--- src/rtl/muldiv_unit_if.sv ---
// Request/response bundle between the pipeline and the iterative
// multiply/divide unit. The pipeline is the master, the unit is the slave.
interface muldiv_unit_if #(
   parameter int WIDTH = 32
);
   logic             start_i;
   logic [1:0]       op_i;
   logic [WIDTH-1:0] opdata1_i;
   logic [WIDTH-1:0] opdata2_i;
   logic             annul_i;
   logic [WIDTH-1:0] hi_o;
   logic [WIDTH-1:0] lo_o;
   logic             ready_o;
   logic             div_zero_o;
   logic             stall_req_o;

   modport master (
      output start_i, op_i, opdata1_i, opdata2_i, annul_i,
      input  hi_o, lo_o, ready_o, div_zero_o, stall_req_o
   );

   modport slave (
      input  start_i, op_i, opdata1_i, opdata2_i, annul_i,
      output hi_o, lo_o, ready_o, div_zero_o, stall_req_o
   );
endinterface

--- src/rtl/muldiv_unit.sv ---
// Iterative radix-2 multiply/divide unit. Signed operations run on operand
// magnitudes and the sign is fixed up when the last step completes.
// Multiply: shift-add over WIDTH cycles, {hi,lo} = full product.
// Divide: restoring subtract-shift over WIDTH cycles, hi = remainder, lo = quotient.
module muldiv_unit #(
   parameter int WIDTH = 32
) (
   input logic          clk,
   input logic          rst,
   muldiv_unit_if.slave bus
);
   localparam int                   CW       = $clog2(WIDTH);
   localparam logic [CW-1:0]        CNT_LAST = CW'(WIDTH - 1);
   localparam logic [CW-1:0]        CNT_ONE  = CW'(1);
   localparam logic [CW-1:0]        CNT_ZERO = {CW{1'b0}};
   localparam logic [WIDTH-1:0]     ZERO_W   = {WIDTH{1'b0}};
   localparam logic [WIDTH:0]       ZERO_W1  = {(WIDTH+1){1'b0}};
   localparam logic [2*WIDTH-1:0]   ZERO_2W  = {(2*WIDTH){1'b0}};

   typedef enum logic [1:0] {
      IDLE   = 2'd0,
      BYZERO = 2'd1,
      RUN    = 2'd2,
      DONE   = 2'd3
   } state_t;

   // Two's-complement negation of a single-width value
   function automatic logic [WIDTH-1:0] neg_w(input logic [WIDTH-1:0] v);
      neg_w = ~v + {{(WIDTH-1){1'b0}}, 1'b1};
   endfunction

   // Two's-complement negation of a double-width value
   function automatic logic [2*WIDTH-1:0] neg_2w(input logic [2*WIDTH-1:0] v);
      neg_2w = ~v + {{(2*WIDTH-1){1'b0}}, 1'b1};
   endfunction

   state_t             state_r;
   state_t             state_nx_s;
   logic               accept_s;
   logic               div_op_s;
   logic               zero_div_s;
   logic               sgn1_s;
   logic               sgn2_s;
   logic [WIDTH-1:0]   mag1_s;
   logic [WIDTH-1:0]   mag2_s;

   logic [CW-1:0]      cnt_r;
   logic [2*WIDTH-1:0] work_r;
   logic [WIDTH-1:0]   opb_r;
   logic               is_div_r;
   logic               neg_res_r;
   logic               neg_rem_r;

   logic [WIDTH:0]     msum_s;
   logic [WIDTH:0]     trial_s;
   logic [WIDTH:0]     diff_s;
   logic [2*WIDTH-1:0] step_s;
   logic [2*WIDTH-1:0] prod_s;
   logic [WIDTH-1:0]   res_hi_s;
   logic [WIDTH-1:0]   res_lo_s;

   logic [WIDTH-1:0]   hi_r;
   logic [WIDTH-1:0]   lo_r;
   logic               ready_r;
   logic               dz_r;

   // Decode the incoming request: operation class, operand signs and magnitudes
   always_comb begin
      div_op_s   = bus.op_i[1];
      sgn1_s     = ~bus.op_i[0] & bus.opdata1_i[WIDTH-1];
      sgn2_s     = ~bus.op_i[0] & bus.opdata2_i[WIDTH-1];
      zero_div_s = bus.op_i[1] & (bus.opdata2_i == ZERO_W);
      if (sgn1_s) begin
         mag1_s = neg_w(bus.opdata1_i);
      end else begin
         mag1_s = bus.opdata1_i;
      end
      if (sgn2_s) begin
         mag2_s = neg_w(bus.opdata2_i);
      end else begin
         mag2_s = bus.opdata2_i;
      end
   end

   // Next-state logic; acceptance happens only from IDLE
   always_comb begin
      state_nx_s = state_r;
      accept_s   = 1'b0;
      case (state_r)
         IDLE: begin
            if (bus.start_i && !bus.annul_i) begin
               accept_s = 1'b1;
               if (zero_div_s) begin
                  state_nx_s = BYZERO;
               end else begin
                  state_nx_s = RUN;
               end
            end else begin
               state_nx_s = IDLE;
            end
         end
         BYZERO: begin
            if (bus.annul_i) begin
               state_nx_s = IDLE;
            end else begin
               state_nx_s = DONE;
            end
         end
         RUN: begin
            if (bus.annul_i) begin
               state_nx_s = IDLE;
            end else if (cnt_r == CNT_LAST) begin
               state_nx_s = DONE;
            end else begin
               state_nx_s = RUN;
            end
         end
         DONE: begin
            if (bus.start_i) begin
               state_nx_s = DONE;
            end else begin
               state_nx_s = IDLE;
            end
         end
         default: begin
            state_nx_s = IDLE;
         end
      endcase
   end

   // State register
   always_ff @(posedge clk) begin
      if (rst) begin
         state_r <= IDLE;
      end else begin
         state_r <= state_nx_s;
      end
   end

   // One radix-2 step: shift-add for multiply, restoring subtract-shift for divide
   always_comb begin
      msum_s  = {1'b0, work_r[2*WIDTH-1:WIDTH]} + (work_r[0] ? {1'b0, opb_r} : ZERO_W1);
      trial_s = {work_r[2*WIDTH-1:WIDTH], work_r[WIDTH-1]};
      diff_s  = trial_s - {1'b0, opb_r};
      step_s  = ZERO_2W;
      if (is_div_r) begin
         if (!diff_s[WIDTH]) begin
            step_s = {diff_s[WIDTH-1:0], work_r[WIDTH-2:0], 1'b1};
         end else begin
            step_s = {trial_s[WIDTH-1:0], work_r[WIDTH-2:0], 1'b0};
         end
      end else begin
         step_s = {msum_s, work_r[WIDTH-1:1]};
      end
   end

   // Sign fix-up applied to the value produced by the final step
   always_comb begin
      prod_s   = neg_res_r ? neg_2w(step_s) : step_s;
      res_hi_s = ZERO_W;
      res_lo_s = ZERO_W;
      if (is_div_r) begin
         res_lo_s = neg_res_r ? neg_w(step_s[WIDTH-1:0]) : step_s[WIDTH-1:0];
         res_hi_s = neg_rem_r ? neg_w(step_s[2*WIDTH-1:WIDTH]) : step_s[2*WIDTH-1:WIDTH];
      end else begin
         res_hi_s = prod_s[2*WIDTH-1:WIDTH];
         res_lo_s = prod_s[WIDTH-1:0];
      end
   end

   // Datapath: capture operands on acceptance, then iterate while running
   always_ff @(posedge clk) begin
      if (rst) begin
         cnt_r     <= CNT_ZERO;
         work_r    <= ZERO_2W;
         opb_r     <= ZERO_W;
         is_div_r  <= 1'b0;
         neg_res_r <= 1'b0;
         neg_rem_r <= 1'b0;
      end else if (accept_s) begin
         cnt_r     <= CNT_ZERO;
         is_div_r  <= div_op_s;
         neg_res_r <= sgn1_s ^ sgn2_s;
         neg_rem_r <= sgn1_s;
         if (div_op_s) begin
            work_r <= {ZERO_W, mag1_s};
            opb_r  <= mag2_s;
         end else begin
            work_r <= {ZERO_W, mag2_s};
            opb_r  <= mag1_s;
         end
      end else if ((state_r == RUN) && !bus.annul_i) begin
         work_r <= step_s;
         cnt_r  <= cnt_r + CNT_ONE;
      end else begin
         work_r <= work_r;
         cnt_r  <= cnt_r;
      end
   end

   // Result registers: loaded on entry to DONE, held in DONE, cleared elsewhere
   always_ff @(posedge clk) begin
      if (rst) begin
         hi_r    <= ZERO_W;
         lo_r    <= ZERO_W;
         ready_r <= 1'b0;
         dz_r    <= 1'b0;
      end else if ((state_r == RUN) && (state_nx_s == DONE)) begin
         hi_r    <= res_hi_s;
         lo_r    <= res_lo_s;
         ready_r <= 1'b1;
         dz_r    <= 1'b0;
      end else if ((state_r == BYZERO) && (state_nx_s == DONE)) begin
         hi_r    <= ZERO_W;
         lo_r    <= ZERO_W;
         ready_r <= 1'b1;
         dz_r    <= 1'b1;
      end else if (state_nx_s == DONE) begin
         hi_r    <= hi_r;
         lo_r    <= lo_r;
         ready_r <= ready_r;
         dz_r    <= dz_r;
      end else begin
         hi_r    <= ZERO_W;
         lo_r    <= ZERO_W;
         ready_r <= 1'b0;
         dz_r    <= 1'b0;
      end
   end

   assign bus.hi_o        = hi_r;
   assign bus.lo_o        = lo_r;
   assign bus.ready_o     = ready_r;
   assign bus.div_zero_o  = dz_r;
   // The stall must reach the pipeline in the same cycle it asks, so it stays combinational
   assign bus.stall_req_o = bus.start_i & ~bus.annul_i & (state_r != DONE);
endmodule

--- src/flat_wrapper.sv ---
// flat-port wrapper written by rule: the top's interface ports become plain ports
module muldiv_unit_flat 
#(
   parameter int WIDTH = 32
)
  (clk, rst, bus_start_i, bus_op_i, bus_opdata1_i, bus_opdata2_i, bus_annul_i, bus_hi_o, bus_lo_o, bus_ready_o, bus_div_zero_o, bus_stall_req_o);
  muldiv_unit_if #(.WIDTH(WIDTH)) bus_i ();
  input logic clk;
  input logic rst;
  input wire logic [$bits(bus_i.start_i)-1:0] bus_start_i;
  input wire logic [$bits(bus_i.op_i)-1:0] bus_op_i;
  input wire logic [$bits(bus_i.opdata1_i)-1:0] bus_opdata1_i;
  input wire logic [$bits(bus_i.opdata2_i)-1:0] bus_opdata2_i;
  input wire logic [$bits(bus_i.annul_i)-1:0] bus_annul_i;
  output wire logic [$bits(bus_i.hi_o)-1:0] bus_hi_o;
  output wire logic [$bits(bus_i.lo_o)-1:0] bus_lo_o;
  output wire logic [$bits(bus_i.ready_o)-1:0] bus_ready_o;
  output wire logic [$bits(bus_i.div_zero_o)-1:0] bus_div_zero_o;
  output wire logic [$bits(bus_i.stall_req_o)-1:0] bus_stall_req_o;
  assign bus_i.start_i = bus_start_i;
  assign bus_i.op_i = bus_op_i;
  assign bus_i.opdata1_i = bus_opdata1_i;
  assign bus_i.opdata2_i = bus_opdata2_i;
  assign bus_i.annul_i = bus_annul_i;
  assign bus_hi_o = bus_i.hi_o;
  assign bus_lo_o = bus_i.lo_o;
  assign bus_ready_o = bus_i.ready_o;
  assign bus_div_zero_o = bus_i.div_zero_o;
  assign bus_stall_req_o = bus_i.stall_req_o;
  muldiv_unit #(.WIDTH(WIDTH)) u_core (.clk(clk), .rst(rst), .bus(bus_i));
endmodule
--- config.mk ---
export PLATFORM = sky130hd
export DESIGN_NAME = muldiv_unit_flat
export DESIGN_NICKNAME = d
export VERILOG_FILES = /design/src/rtl/muldiv_unit_if.sv /design/src/rtl/muldiv_unit.sv /design/src/flat_wrapper.sv
export SDC_FILE = /design/constraint.sdc
export NUM_CORES = 1
export LEC_CHECK = 0
export ABC_CLOCK_PERIOD_IN_PS = 5100
export CAP_MARGIN = 30
export CELL_PAD_IN_SITES_DETAIL_PLACEMENT = 0
export CELL_PAD_IN_SITES_GLOBAL_PLACEMENT = 1
export CORE_MARGIN = 2
export CORE_UTILIZATION = 40
export CTS_BUF_LIST = sky130_fd_sc_hd__clkbuf_2
export DETAILED_ROUTE_END_ITERATION = 10
export PLACE_DENSITY_LB_ADDON = 0.12
export SETUP_SLACK_MARGIN = 0.2
export SLEW_MARGIN = 20
export SYNTH_ARGS = -nofsm -noshare
export SYNTH_HDL_FRONTEND = slang
export SYNTH_SLANG_ARGS = --single-unit
--- constraint.sdc ---
create_clock -name clk -period 5.1 [get_ports clk]
set_input_delay 1.275 -clock clk [delete_from_list [all_inputs] [get_ports clk]]
set_output_delay 1.275 -clock clk [all_outputs]
set_load 0.005 [all_outputs]
==> metrics.yaml <==
fin_tns_setup_ns: 0
grt_pass1_wl_mm: 90.4
routabilityCongestion: 1.04
track_usage_pct: 30.2
post-route-period-util_pct: 92.3
start_kind: "flip-flop"
cp-end-kind: "flip-flop"
cp_slowest_cell: "dfxtp_2"
netlist.area_leader.share_pct: 22.7
cts_tree: "done"
yosysTopAreaCell: "dfxtp_1"
cts_max_level: 4
remaining_drc_errors: 0
synthesis.area_sq_um: 15200
yosysMostFrequentCell: "nand2_1"
slew_headroom_pct: 40.2
antenna_found_initial: 3
critical_path_class: "flip-flop to flip-flop"
synth_edf_count: 0
p_leak_nw: 7.07
grt_max_degree: 77
worstSetupEndpoint: "u_core.bus.hi_o[26]"
die_y_microns: 199
cp-startpoint: "u_core.work_r[0]"
hold_buffers: 0
r2r-start: "u_core.work_r[0]"
initial_core_util_pct: 40.5
wl_per_cell_microns: 21.4
fillCellCount: 3896
routed_via_density: 5.83
syn2layout_area_growth_pct: 19.2
syn_avg_cell_area_sq_um: 7.29
synthArstFlopShare_pct: 0
io-pin-count: 137
ir_drop_uv: 177
clkSinkCount: 172
postSynthCellCount: 2084
worstPathMaxFanout: 18
path_common_cell: "o21ai_0"
finalHoldViolations: 0
maxCapViolations: 0
synth_seq_area_share_pct: 22.7
cp.arrival_ns: 5.47
dp_slack_ns: -0.0429
cpPeakStageDelay_ns: 0.49
die_w_microns: 199
grt_pass1_vias: 15700
yosys-top-cells-area: "dfxtp_1 (23%), a21oi_1 (6.4%), nand2_1 (5.9%)"
portBuffers: 136
layout_setup_ws_ns: 0.390
root_buffer: "clkbuf_2"
hpwl_mm: 47.1
vias: 16100
rows: 71
cts.path.max_buffers: 2
critPathRequiredTime_ns: 5.86
rrSetupSlack_ns: 0.39
fin_skew_ns: 0.0334
cts_made_buffers: 17
power.total_mw: 3.53
reg2reg_to: "u_core.bus.hi_o[26]"
core_area_sq_um: 37500
first_pass_iters: 6
multi_input_area_sq_um: 11100
yosysWarnings: 0
min_path_type: "flip-flop to flip-flop"
synthFlopType: "dfxtp_1"
worst_pin_slew_ns: 0.897
dieArea_sq_um: 39500
critical_path.cell_chain: "and2_1, ha_1, fa_1, a21o_1, a31o_2, a31oi_1, o21ai_0, o21ai_0, buf_4, xnor2_1, mux2i_4, nand3_2, or3_1, o41ai_2, xor2_1, o21ai_1"
clkTransAtPathRegs_ns: 0.30
fin_crit_ns: 4.71
layout-drive-gt1-share_pct: 10.6
drtIter0Drc: 1124
clock_latency_ns: 0.87
powerDensity_nw_per_um2: 195
synth.distinct_cells: 88
drv_slew: 0
synth_commonest_cells: "nand2_1 (238), nor2_1 (233), a21oi_1 (195)"
setup_viol: 0
ff2ff_path_depth: 16
max_freq_ghz: 0.212
totalWireLength_mm: 59.1
ant_nets: 0
grt_setup_unrepaired: "no"
overflow: 0
layout.nets: 2382
synth_nets: 2226
regArea_sq_um: 3450
status: "completed"
ys_seq_elements: 172
==> sequential cells by signal, indices dropped and copies added (netlist names) <==
signal	cells
u_core.bus.div_zero_o	1
u_core.bus.hi_o	32
u_core.bus.lo_o	32
u_core.bus.ready_o	1
u_core.cnt_r	5
u_core.is_div_r	1
u_core.neg_rem_r	1
u_core.neg_res_r	1
u_core.opb_r	32
u_core.state_r	2
u_core.work_r	64
==> what timing repair did <==
item,CTS,global route
gates resized for setup,3,26
hold endpoints to repair,0,0
pin swaps,0,5
setup endpoints to repair,4,18
buffers inserted,0,1
==> area by class of cell <==
cell class / count / share of cell area, %
diodes: 1 / 0.0138
multi-input cells: 1707 / 61.2
repair buffers: 266 / 13.2
clock buffers: 17 / 0.470
clock inverters: 15 / 0.975
inverters: 76 / 1.58
flip-flops and latches: 172 / 19.1
well taps: 511 / 3.53
==> cells in the final DEF (no fill, tap or decap), types with 7 or more instances in the layout <==
cell type and n:
and3_1 13, o21bai_1 8, ha_1 68, a21oi_1 194
a22oi_1 67, nor4_1 21, a21o_1 22, xnor2_1 84
and2_1 48, o221ai_1 8, nor3b_1 8, o31ai_1 17
or2_2 8, mux2_2 7, nor2_1 229, inv_1 76
nor2b_1 16, nand4_1 17, o211ai_1 76, dfxtp_1 168
nand2b_1 18, mux2i_1 58, clkdlybuf4s50_1 134, nand3_1 21
xor2_1 79, clkbuf_2 17, buf_4 128, or3_1 12
a21boi_0 9, a211oi_1 30, or4_1 12, o21a_1 13
a31oi_1 22, nand2_1 238, nor3_1 52, o21ai_1 18
o21ai_0 87
==> metal layers <==
layer | track usage, % | share of wire, % | vias up
met1 | 36.1 | 41 | 7644
met2 | 52.8 | 49 | 478
li1 | - | - | 7848
met3 | 3.29 | 4.2 | 139
met5 | 0 | 0 | -
met4 | 17.0 | 6.1 | 0
==> cell families (layout without fill, tap and decap cells) <==
group,count (synthesis),in the layout,synth area share (%)
XOR/XNOR,163,163,9.40
adder cells (fa/ha/maj),72,72,6.03
buffers and inverters,205,374,5.36
other,0,1,0
flip-flops,172,172,22.7
AO/OA/AOI/OAI,640,640,27.6
AND/OR/NAND/NOR,761,761,23.8
multiplexers,71,71,5.13
==> stage by stage <==
step | util, % | cell area, sq um | instances | hold WS, ns
final | 48.3 | 18100 | 2765 | 0.466
after global routing | 48.3 | 18100 | 2765 | 0.491
after CTS | 47.9 | 17900 | 2762 | 0.474
after detailed placement | 47.1 | 17700 | 2730 | 0.443
after global placement | 47.0 | 17600 | 2728 | 0.437
after floorplan | - | 15200 | 2084 | 0.440
==> critical path, delay by kind of cell, from the launching register on <==
family | cells | cell delay (ns)
AO/OA/AOI/OAI | 7 | 2.00
XOR/XNOR | 2 | 0.27
adder cells (fa/ha/maj) | 2 | 0.62
buffers and inverters | 1 | 0.18
flip-flops | 1 | 0.49
multiplexers | 1 | 0.20
AND/OR/NAND/NOR | 3 | 0.83
==> report_power, final <==
| group | internal, mW | switching, mW | total [mW] | leakage (nW) |
|---|---|---|---|---|
| registers | 1.39 | 0.0490 | 1.44 | 1.40 |
| clock network | 0.210 | 0.610 | 0.820 | 0.153 |
| logic | 0.486 | 0.783 | 1.27 | 5.52 |
==> worst min-delay path by stage <==
stage          slack [ns]  cells after the start             endpoint                 from
5_1_grt              0.49                      2  u_core.bus.hi_o[17]  u_core.bus.hi_o[17]
4_1_cts              0.47                      2  u_core.bus.hi_o[31]  u_core.bus.hi_o[31]
6_report             0.47                      2  u_core.bus.hi_o[23]  u_core.bus.hi_o[23]
3_3_place_gp         0.44                      2  u_core.bus.hi_o[23]  u_core.bus.hi_o[23]
3_5_place_dp         0.44                      2  u_core.bus.hi_o[31]  u_core.bus.hi_o[31]
2_1_floorplan        0.44                      2     u_core.opb_r[24]     u_core.opb_r[24]
No activity file was read; power rests on OpenSTA's default activity.
